--- config.mk ---
export PLATFORM = sky130hd
export DESIGN_NAME = lif_neuron_array
export DESIGN_NICKNAME = d
export VERILOG_FILES = /design/src/rtl/lif_pkg.sv /design/src/rtl/lif_neuron_core.sv /design/src/rtl/lif_neuron_array.sv
export SDC_FILE = /design/constraint.sdc
export NUM_CORES = 1
export LEC_CHECK = 0
export BUFFER_PORTS_ARGS = -buffer_cell sky130_fd_sc_hd__buf_2
export CORE_UTILIZATION = 64
export CTS_CLUSTER_SIZE = 30
export DETAILED_ROUTE_END_ITERATION = 10
export PLACE_DENSITY_LB_ADDON = 0.25
export SETUP_SLACK_MARGIN = 0.05
export SLEW_MARGIN = 15
export SYNTH_ARGS = -nofsm -noshare
export SYNTH_HDL_FRONTEND = slang
export SYNTH_SLANG_ARGS = --single-unit
--- constraint.sdc ---
create_clock -name clk -period 7.3 [get_ports clk]
set_input_delay 1.46 -clock clk [delete_from_list [all_inputs] [get_ports clk]]
set_output_delay 1.46 -clock clk [all_outputs]
set_load 0.01 [all_outputs]
--- src/rtl/lif_pkg.sv ---
// Shared constants and helpers for the LIF neuron array.
// Config address map, reset values and a width-aware saturating add.
package lif_pkg;

    localparam logic [1:0] CFG_THRESH = 2'd0;
    localparam logic [1:0] CFG_DECAY  = 2'd1;
    localparam logic [1:0] CFG_REFRAC = 2'd2;

    // Threshold resets to all-ones; it is width dependent so it is written as '1 at the register.
    localparam int unsigned DECAY_RST   = 1;
    localparam int unsigned REFRAC_RST  = 0;
    localparam int unsigned SPIKE_CNT_W = 8;

    // a + b clamped to 2^w - 1 (w <= 31).
    function automatic logic [31:0] sat_add(input logic [31:0] a, input logic [31:0] b,
                                            input int unsigned w);
        logic [32:0] s;
        logic [32:0] lim;
        s   = {1'b0, a} + {1'b0, b};
        lim = (33'd1 << w) - 33'd1;
        return (s > lim) ? lim[31:0] : s[31:0];
    endfunction

endpackage

--- src/rtl/lif_neuron_core.sv ---
// One leaky-integrate-and-fire neuron: potential, refractory counter, spike flag.
// Latency: spike registered on the edge that evaluates the crossing (1 cycle pulse).
// Backpressure: none; ena freezes state, clr wins over update.
module lif_neuron_core
    import lif_pkg::*;
#(
    parameter int V_WIDTH   = 8,
    parameter int I_WIDTH   = 3,
    parameter int REF_WIDTH = 8
) (
    input  logic                 clk,
    input  logic                 rst_n,
    input  logic                 ena,
    input  logic                 clr,
    input  logic [I_WIDTH-1:0]   current,
    input  logic [V_WIDTH-1:0]   threshold,
    input  logic [V_WIDTH-1:0]   decay,
    input  logic [REF_WIDTH-1:0] refractory,
    output logic [V_WIDTH-1:0]   v,
    output logic                 spike
`ifdef LIF_SPIKE_COUNT_EN
    ,
    output logic [SPIKE_CNT_W-1:0] spike_cnt
`endif
);

    logic [REF_WIDTH-1:0] ref_cnt;
    logic [V_WIDTH-1:0]   sum_sat;
    logic [V_WIDTH-1:0]   leaked;
    logic                 idle;
    logic                 fire;

    always_comb begin
        sum_sat = V_WIDTH'(sat_add(32'(v), 32'(current), V_WIDTH));
        leaked  = (sum_sat > decay) ? sum_sat - decay : '0;
        idle    = (ref_cnt == '0);
        // A zero threshold disables firing while integration keeps running.
        fire    = idle && (threshold != '0) && (leaked >= threshold);
    end

    always_ff @(posedge clk or negedge rst_n) begin
        if (!rst_n) begin
            v       <= '0;
            ref_cnt <= '0;
            spike   <= 1'b0;
        end else if (clr) begin
            v       <= '0;
            ref_cnt <= '0;
            spike   <= 1'b0;
        end else if (!ena) begin
            spike   <= 1'b0;
        end else if (!idle) begin
            v       <= '0;
            ref_cnt <= ref_cnt - 1'b1;
            spike   <= 1'b0;
        end else if (fire) begin
            v       <= '0;
            ref_cnt <= refractory;
            spike   <= 1'b1;
        end else begin
            v       <= leaked;
            spike   <= 1'b0;
        end
    end

`ifdef LIF_SPIKE_COUNT_EN
    always_ff @(posedge clk or negedge rst_n) begin
        if (!rst_n) begin
            spike_cnt <= '0;
        end else if (clr) begin
            spike_cnt <= '0;
        end else if (ena && fire && (spike_cnt != '1)) begin
            spike_cnt <= spike_cnt + 1'b1;
        end
    end
`endif

endmodule

--- src/rtl/lif_neuron_array.sv ---
// N parallel LIF neurons sharing a programmable threshold/decay/refractory bank; optional
// per-neuron saturating spike counters under LIF_SPIKE_COUNT_EN. Latency: 1 cycle to spike_out.
// Backpressure: none; ena freezes neurons, config writes always accepted.
module lif_neuron_array
    import lif_pkg::*;
#(
    parameter int N_NEURONS = 3,
    parameter int V_WIDTH   = 8,
    parameter int I_WIDTH   = 3,
    parameter int REF_WIDTH = 8,
    localparam int MON_W    = (N_NEURONS > 1) ? $clog2(N_NEURONS) : 1
) (
    input  logic                         clk,
    input  logic                         rst_n,
    input  logic                         ena,
    input  logic                         clr,
    input  logic [N_NEURONS*I_WIDTH-1:0] in_current,
    input  logic                         cfg_we,
    input  logic [1:0]                   cfg_addr,
    input  logic [V_WIDTH-1:0]           cfg_data,
    input  logic [MON_W-1:0]             mon_sel,
    output logic [V_WIDTH-1:0]           v_mon,
`ifdef LIF_SPIKE_COUNT_EN
    output logic [SPIKE_CNT_W-1:0]       spike_cnt_mon,
`endif
    output logic [N_NEURONS-1:0]         spike_out
);

    logic [V_WIDTH-1:0]   threshold;
    logic [V_WIDTH-1:0]   decay;
    logic [REF_WIDTH-1:0] refractory;
    logic [V_WIDTH-1:0]   v_arr [N_NEURONS];
`ifdef LIF_SPIKE_COUNT_EN
    logic [SPIKE_CNT_W-1:0] cnt_arr [N_NEURONS];
`endif

    // Neurons see the pre-write value; a write lands for the following cycle.
    always_ff @(posedge clk or negedge rst_n) begin
        if (!rst_n) begin
            threshold  <= '1;
            decay      <= V_WIDTH'(DECAY_RST);
            refractory <= REF_WIDTH'(REFRAC_RST);
        end else if (cfg_we) begin
            case (cfg_addr)
                CFG_THRESH: threshold  <= cfg_data;
                CFG_DECAY:  decay      <= cfg_data;
                CFG_REFRAC: refractory <= REF_WIDTH'(cfg_data);
                default:    ;
            endcase
        end
    end

    for (genvar g = 0; g < N_NEURONS; g++) begin : g_neuron
        lif_neuron_core #(
            .V_WIDTH   (V_WIDTH),
            .I_WIDTH   (I_WIDTH),
            .REF_WIDTH (REF_WIDTH)
        ) u_core (
            .clk        (clk),
            .rst_n      (rst_n),
            .ena        (ena),
            .clr        (clr),
            .current    (in_current[g*I_WIDTH +: I_WIDTH]),
            .threshold  (threshold),
            .decay      (decay),
            .refractory (refractory),
            .v          (v_arr[g]),
`ifdef LIF_SPIKE_COUNT_EN
            .spike_cnt  (cnt_arr[g]),
`endif
            .spike      (spike_out[g])
        );
    end

    // Unpopulated select codes read back as zero.
    always_comb begin
        v_mon = '0;
`ifdef LIF_SPIKE_COUNT_EN
        spike_cnt_mon = '0;
`endif
        for (int i = 0; i < N_NEURONS; i++) begin
            if (mon_sel == MON_W'(i)) begin
                v_mon = v_arr[i];
`ifdef LIF_SPIKE_COUNT_EN
                spike_cnt_mon = cnt_arr[i];
`endif
            end
        end
    end

endmodule

# --- Word-level counts from Yosys, hierarchy flattened ---
# Cells that the tools add are included.
word_totals:
  inputBits: 26
  regBits: 75
op_classes:
  mux: 45
  n_lt_le_gt_ge: 9
  reduce_logical: 19
  eq_ne: 7
  addsub: 9
ops:
  columns: ["cell", "n"]
  rows:
  - ["8-bit two-way mux", 33]
  - ["8-bit by 3-bit adder with 9-bit output", 3]
  - ["9-bit by 8-bit > comparator with 1-bit output, second input constant", 3]
  - ["8-bit greater-or-equal comparator", 3]
  - ["8-bit > comparator", 3]
  - ["8-bit zero test", 3]
  - ["8-bit by 1-bit subtractor with 8-bit output, second input constant", 3]
  - ["8-bit subtractor", 3]
  - ["1-bit two-way mux", 12]
  - ["2-bit AND reduction", 6]
  - ["3-bit != test, second input constant", 3]
  - ["8-bit nonzero test", 1]
  - ["1-bit logical AND", 6]
  - ["2-bit by 1-bit == test with 1-bit output, second input constant", 2]
  - ["2-bit == test, second input constant", 2]
  - ["2-bit zero test", 2]
  - ["2-bit nonzero test", 1]

# --- Longest topological paths before layout ---
depth:
  ltp_word: 11
  ltp_mapped: 24

# --- Hierarchy ---
# From an unflattened synthesis, not the netlist that was laid out.
unflattened:
  hier_cells: 774
  area_unflattened_um2: 6745.2
by_module_without_submodules:
  columns: ["mod", "area_per_inst_um2", "seq_area_each_um2", "cells_each", "n_inst"]
  rows:
  - ["lif_neuron_core at g_neuron[1].u_core ...", 1844.3, 425.4, 234, 2]
  - ["lif_neuron_core at g_neuron[0].u_core", 1961.9, 425.4, 235, 1]
  - ["lif_neuron_array", 1094.8, 611.8, 71, 1]

# --- Worst setup path before layout ---
# No wires, ideal clock.
synth_timing:
  path_type: "input-to-reg"
  start: "input port in_current[6]"
  end: "register g_neuron[2].u_core.ref_cnt[5]"
  cell_stages: 22
  t_arrival_ps: 5327
  required_ps: 7162
  setup_time_ps: 138
  setup_slack_ps: 1835
  cell_sequence: "ha_1 > inv_1 > fa_1 > inv_1 > a21oi_1 > nor2_1 > nand3_1 > nand2_1 > ha_1 > nor2b_1 > o31a_1 > o21ai_0 > a211oi_1 > a311oi_1 > nor2b_1 > ha_1 > a211oi_1 > nand2_1 > o211ai_1 > nor2_1 > o21ai_1 > o22ai_1"
synth_between:
  elab_chain_cells: 9
  word_cells_on_any_way: 10
synth_lines:
  columns: ["item", "line", "text"]
  rows:
  - ["from (decl)", "lif_neuron_array.sv:17", "input logic [N_NEURONS*I_WIDTH-1:0] in_current,"]
  - ["8-bit by 3-bit adder with 9-bit output (*)", "lif_pkg.sv:19", "s = {1'b0, a} + {1'b0, b};"]
  - ["9-bit by 8-bit > comparator with 1-bit output", "lif_pkg.sv:21", "return (s > lim) ? lim[31:0] : s[31:0];"]
  - ["8-bit two-way mux (*)", "lif_pkg.sv:21", null]
  - ["8-bit subtractor / 8-bit > comparator (equally long branches)", "lif_neuron_core.sv:35", "leaked = (sum_sat > decay) ? sum_sat - decay : '0;"]
  - ["8-bit two-way mux (*)", "lif_neuron_core.sv:35", null]
  - ["8-bit greater-or-equal comparator (*)", "lif_neuron_core.sv:38", "fire = idle && (threshold != '0) && (leaked >= threshold);"]
  - ["1-bit logical AND (*)", "lif_neuron_core.sv:38", null]
  - ["3-bit != test (no source line) (*)", null, null]
  - ["2-bit AND reduction (no source line) (*)", null, null]
  - ["to (signal assigned)", "lif_neuron_core.sv:54", "ref_cnt <= ref_cnt - 1'b1;"]
  - ["to (signal assigned)", "lif_neuron_core.sv:58", "ref_cnt <= refractory;"]
  - ["to (decl)", "lif_neuron_core.sv:27", "logic [REF_WIDTH-1:0] ref_cnt;"]
# Mark *: on every way between the ends. The rest lies on a longest branch, timed or not.
# A chain may end at the register's enable or synchronous reset.

# --- Final worst setup path ---
layout_timing:
  start: "input port in_current[0]"
  end: "register g_neuron[0].u_core.ref_cnt[0]"
layout_between:
  elab_chain_cells: 9
  word_cells_on_any_way: 10
layout_lines:
  columns: ["item", "line"]
  rows:
  - ["8-bit by 3-bit adder with 9-bit output (*)", "lif_pkg.sv:19"]
  - ["9-bit by 8-bit > comparator with 1-bit output", "lif_pkg.sv:21"]
  - ["8-bit two-way mux (*)", "lif_pkg.sv:21"]
  - ["8-bit subtractor / 8-bit > comparator (equally long branches)", "lif_neuron_core.sv:35"]
  - ["8-bit two-way mux (*)", "lif_neuron_core.sv:35"]
  - ["8-bit greater-or-equal comparator (*)", "lif_neuron_core.sv:38"]
  - ["1-bit logical AND (*)", "lif_neuron_core.sv:38"]
  - ["3-bit != test (no source line) (*)", null]
  - ["2-bit AND reduction (no source line) (*)", null]
  - ["to (signal assigned)", "lif_neuron_core.sv:54"]
  - ["to (signal assigned)", "lif_neuron_core.sv:58"]
  - ["to (decl)", "lif_neuron_core.sv:27"]
# Marked as above.

==> impl_metrics.env <==
export IMPL_cp_start_kind="primary input"
export IMPL_num_rows=34
export IMPL_cts_setup_buffers=0
export IMPL_core_um2=8890
export IMPL_cts_tree="built"
export IMPL_hold_viol=0
export IMPL_cts_root_buf="clkbuf_8"
export IMPL_tightest_slew_ns=0.961
export IMPL_synthTopCellsByArea="dfrtp_1 28%, ha_1 13%, nand2_1 4.6%"
export IMPL_cts_resized=0
export IMPL_multiInputGateArea_um2=3860
export IMPL_finalClockSkew_ns=0.0103
export IMPL_irDropWorstVdd_uv=253
export IMPL_cts_buffer_depth=2
export IMPL_dieHeight_um=98.9
export IMPL_antenna_found_initial=0
export IMPL_grt_pass1_vias=5334
export IMPL_ys_ff_latch=75
export IMPL_clkLatencyLatePin_ns=0.36
export IMPL_relSlewSlack=0.360
export IMPL_endpoint_kind="flip-flop"
export IMPL_crit_arrival_ns=6.21
export IMPL_yosys_area_top_type="dfrtp_1"
export IMPL_rsz0062_at_grt="no"
export IMPL_seqCellArea_um2=1890
export IMPL_dr_first_iter_drc_count=418
export IMPL_firstDrtPassIters=5
export IMPL_vias=5439
export IMPL_io_pins=37
export IMPL_critPathSlowestCell="o31ai_1"
export IMPL_synth_area_um2=6000
export IMPL_critPathKind="primary input to flip-flop"
export IMPL_setup_viol=0
export IMPL_period_share=0.817
export IMPL_crit_chain="buf_2 -> ha_1 -> inv_1 -> fa_1 -> inv_1 -> a21oi_1 -> nor2_1 -> nand3_1 -> nand2_1 -> inv_1 -> fa_1 -> nor2b_1 -> o21ai_0 -> a21oi_1 -> o22ai_2 -> or2_2 -> ha_1 -> nand2b_1 -> a211oi_1 -> o31ai_1 -> and2_0 -> mux2i_1 -> a221oi_1"
export IMPL_fin_setup_tns_ns=0
export IMPL_grt_pass1_wl_um=26400
export IMPL_nets=805
export IMPL_hold_class="flip-flop to flip-flop"
export IMPL_avgSynthCellArea_um2=8.83
export IMPL_fillers=670
export IMPL_die_x_um=98.9
export IMPL_drt_total_wl_um=16200
export IMPL_grt_ovfl_total=0
export IMPL_gp_congestion=0.970
export IMPL_ant_nets=0
export IMPL_synth_edf_count=0
export IMPL_synthCells=680
export IMPL_p_total_mw=1.81
export IMPL_synth_nets=772
export IMPL_hpwl_um=12200
export IMPL_drc_errors=0
export IMPL_h_tree_depth=3
export IMPL_yosysSeqAreaShare=0.315
export IMPL_cts_buffers=9
export IMPL_yosys_warnings=0
export IMPL_routedWlPerCell_um=19.6
export IMPL_clock_sinks=75
export IMPL_antenna_cells=0
export IMPL_outcome="finished, final reports clean"
export IMPL_p_per_area_nw_per_um2=281
export IMPL_synth_ff_type="dfrtp_1"
export IMPL_synthArstFlopShare=1.00
export IMPL_crit_required_ns=7.55
export IMPL_grtUsageTotal=0.349
export IMPL_drive_above_1_share=0.132
export IMPL_io_buffers=36
export IMPL_crit_fanout=10
export IMPL_power_leakage_nw=3.04
export IMPL_synth_top_area_frac=0.275
export IMPL_drv_cap=0
export IMPL_clkTransAtPathRegs_ns=0.08
export IMPL_grt_max_degree=76
export IMPL_fin_crit_ns=5.97
export IMPL_postCtsHoldBufs=0
export IMPL_path_common_cell="inv_1"
export IMPL_area_growth_syn_to_layout_pct=7.73
export IMPL_critPathMaxStageDelay_ns=0.47
export IMPL_start_util=0.675
export IMPL_die_area_um2=9770
export IMPL_ys_types=65
export IMPL_viasPerCell=6.58
export IMPL_clock_fmax_mhz=168
export IMPL_final_max_slew_violation_count=0
[state kept, by name, summed over array words and instances (netlist names)]
name	count
g_neuron.u_core.spike	3
threshold	8
decay	8
refractory	8
g_neuron.u_core.ref_cnt	24
g_neuron.u_core.v	24
[final cells by class]
cell class | count | share of cell area
clock buffers | 11 | 0.0203
well taps | 108 | 0.0209
repair buffers | 38 | 0.0306
inverters | 47 | 0.0275
multi-input cells | 542 | 0.597
flip-flops and latches | 75 | 0.292
clock inverters | 5 | 0.0122
[through the flow]
step	hold slack (ns)	area, µm²	util	setup slack [ns]	std cells
final	0.517	6470	0.727	1.33	826
after global routing	0.533	6470	0.727	0.859	826
after CTS	0.516	6470	0.727	1.40	826
after detailed placement	0.499	6260	0.704	1.09	810
after global placement	0.489	6260	0.704	1.37	810
after floorplan	0.475	6000	-	1.83	680
[layer usage]
metal / share of wire / GRT usage
met1: 0.40 / 0.423
met2: 0.48 / 0.592
met3: 0.064 / 0.0560
met4: 0.053 / 0.201
met5: 0 / 0
[final timing paths]
check | endpoint | start | cells after the start | slack (ns)
worst max-delay path | g_neuron[0].u_core.ref_cnt[0]$_DFFE_PN0P_ | in_current[0] | 23 | 1.33
worst min-delay path | decay[6]$_DFFE_PN0P_ | decay[6]$_DFFE_PN0P_ | 1 | 0.52
worst max register to register | g_neuron[0].u_core.ref_cnt[0]$_DFFE_PN0P_ | g_neuron[0].u_core.v[0]$_DFFE_PN0P_ | 22 | 2.03
worst min register to register | decay[6]$_DFFE_PN0P_ | decay[6]$_DFFE_PN0P_ | 1 | 0.52
max in group asynchronous | g_neuron[0].u_core.v[6]$_DFFE_PN0P_ | rst_n | 1 | 5.43
min in group asynchronous | g_neuron[1].u_core.v[2]$_DFFE_PN0P_ | rst_n | 1 | 1.23
[cell usage in the layout, fill, tap and decap left out, types with 5 or more instances in the layout]
cell type	synthesis	final
a211oi_1	7	7
a21o_1	10	10
a21oi_1	38	38
a22o_1	13	13
a31oi_1	7	7
a32o_1	5	5
buf_2	0	35
clkbuf_8	0	9
dfrtp_1	66	66
dfstp_2	9	9
fa_1	6	6
ha_1	60	60
inv_1	46	46
mux2_2	18	18
mux2i_1	15	15
nand2_1	73	73
nand2b_1	8	8
nand3_1	21	21
nand3b_1	7	7
nand4_1	14	14
nor2_1	45	45
nor2b_1	14	14
nor3_1	23	23
nor3b_1	5	5
nor4_1	5	5
o211ai_1	5	5
o21a_1	11	11
o21ai_0	36	36
o21ai_1	5	5
o31ai_1	13	13
or3_1	5	5
xnor2_1	11	11
xor2_1	10	10
[power by group]
part / switching, mW / total [mW] / internal, mW
Combinational: 0.525 / 0.872 / 0.347
Clock: 0.161 / 0.354 / 0.193
Sequential: 0.0902 / 0.588 / 0.497
Total: 0.777 / 1.81 / 1.04
[worst max-delay path: cells and delay by family]
kind	cells	cell delay (ns)
buffers and inverters	4	0.27
and+or+nand+nor	7	1.63
muxes	1	0.13
AOI/OAI and AO/OA	7	1.49
adders and majority gates	4	1.24
[synthesized netlist by cell type, types with 6 or more instances]
cell       n
fa_1       6
clkbuf_1  10
nand4_1   14
a21o_1    10
nand3_1   21
a22o_1    13
xnor2_1   11
o21a_1    11
mux2_2    18
dfrtp_1   66
ha_1      60
nor2b_1   14
o21ai_0   36
nand2_1   73
mux2i_1   15
o31ai_1   13
nor3_1    23
nand3b_1   7
nand2b_1   8
nor2_1    45
inv_1     46
a211oi_1   7
a31oi_1    7
dfstp_2    9
a21oi_1   38
xor2_1    10
[kinds of logic after synthesis]
kind of cell / share of synthesized area
xor gates and xnor gates: 0.0306
adders and majority gates: 0.145
AOI/OAI and AO/OA: 0.212
and+or+nand+nor: 0.197
buffers and inverters: 0.0427
DFF: 0.315
muxes: 0.0588
Power figures use the tool's default switching activity.
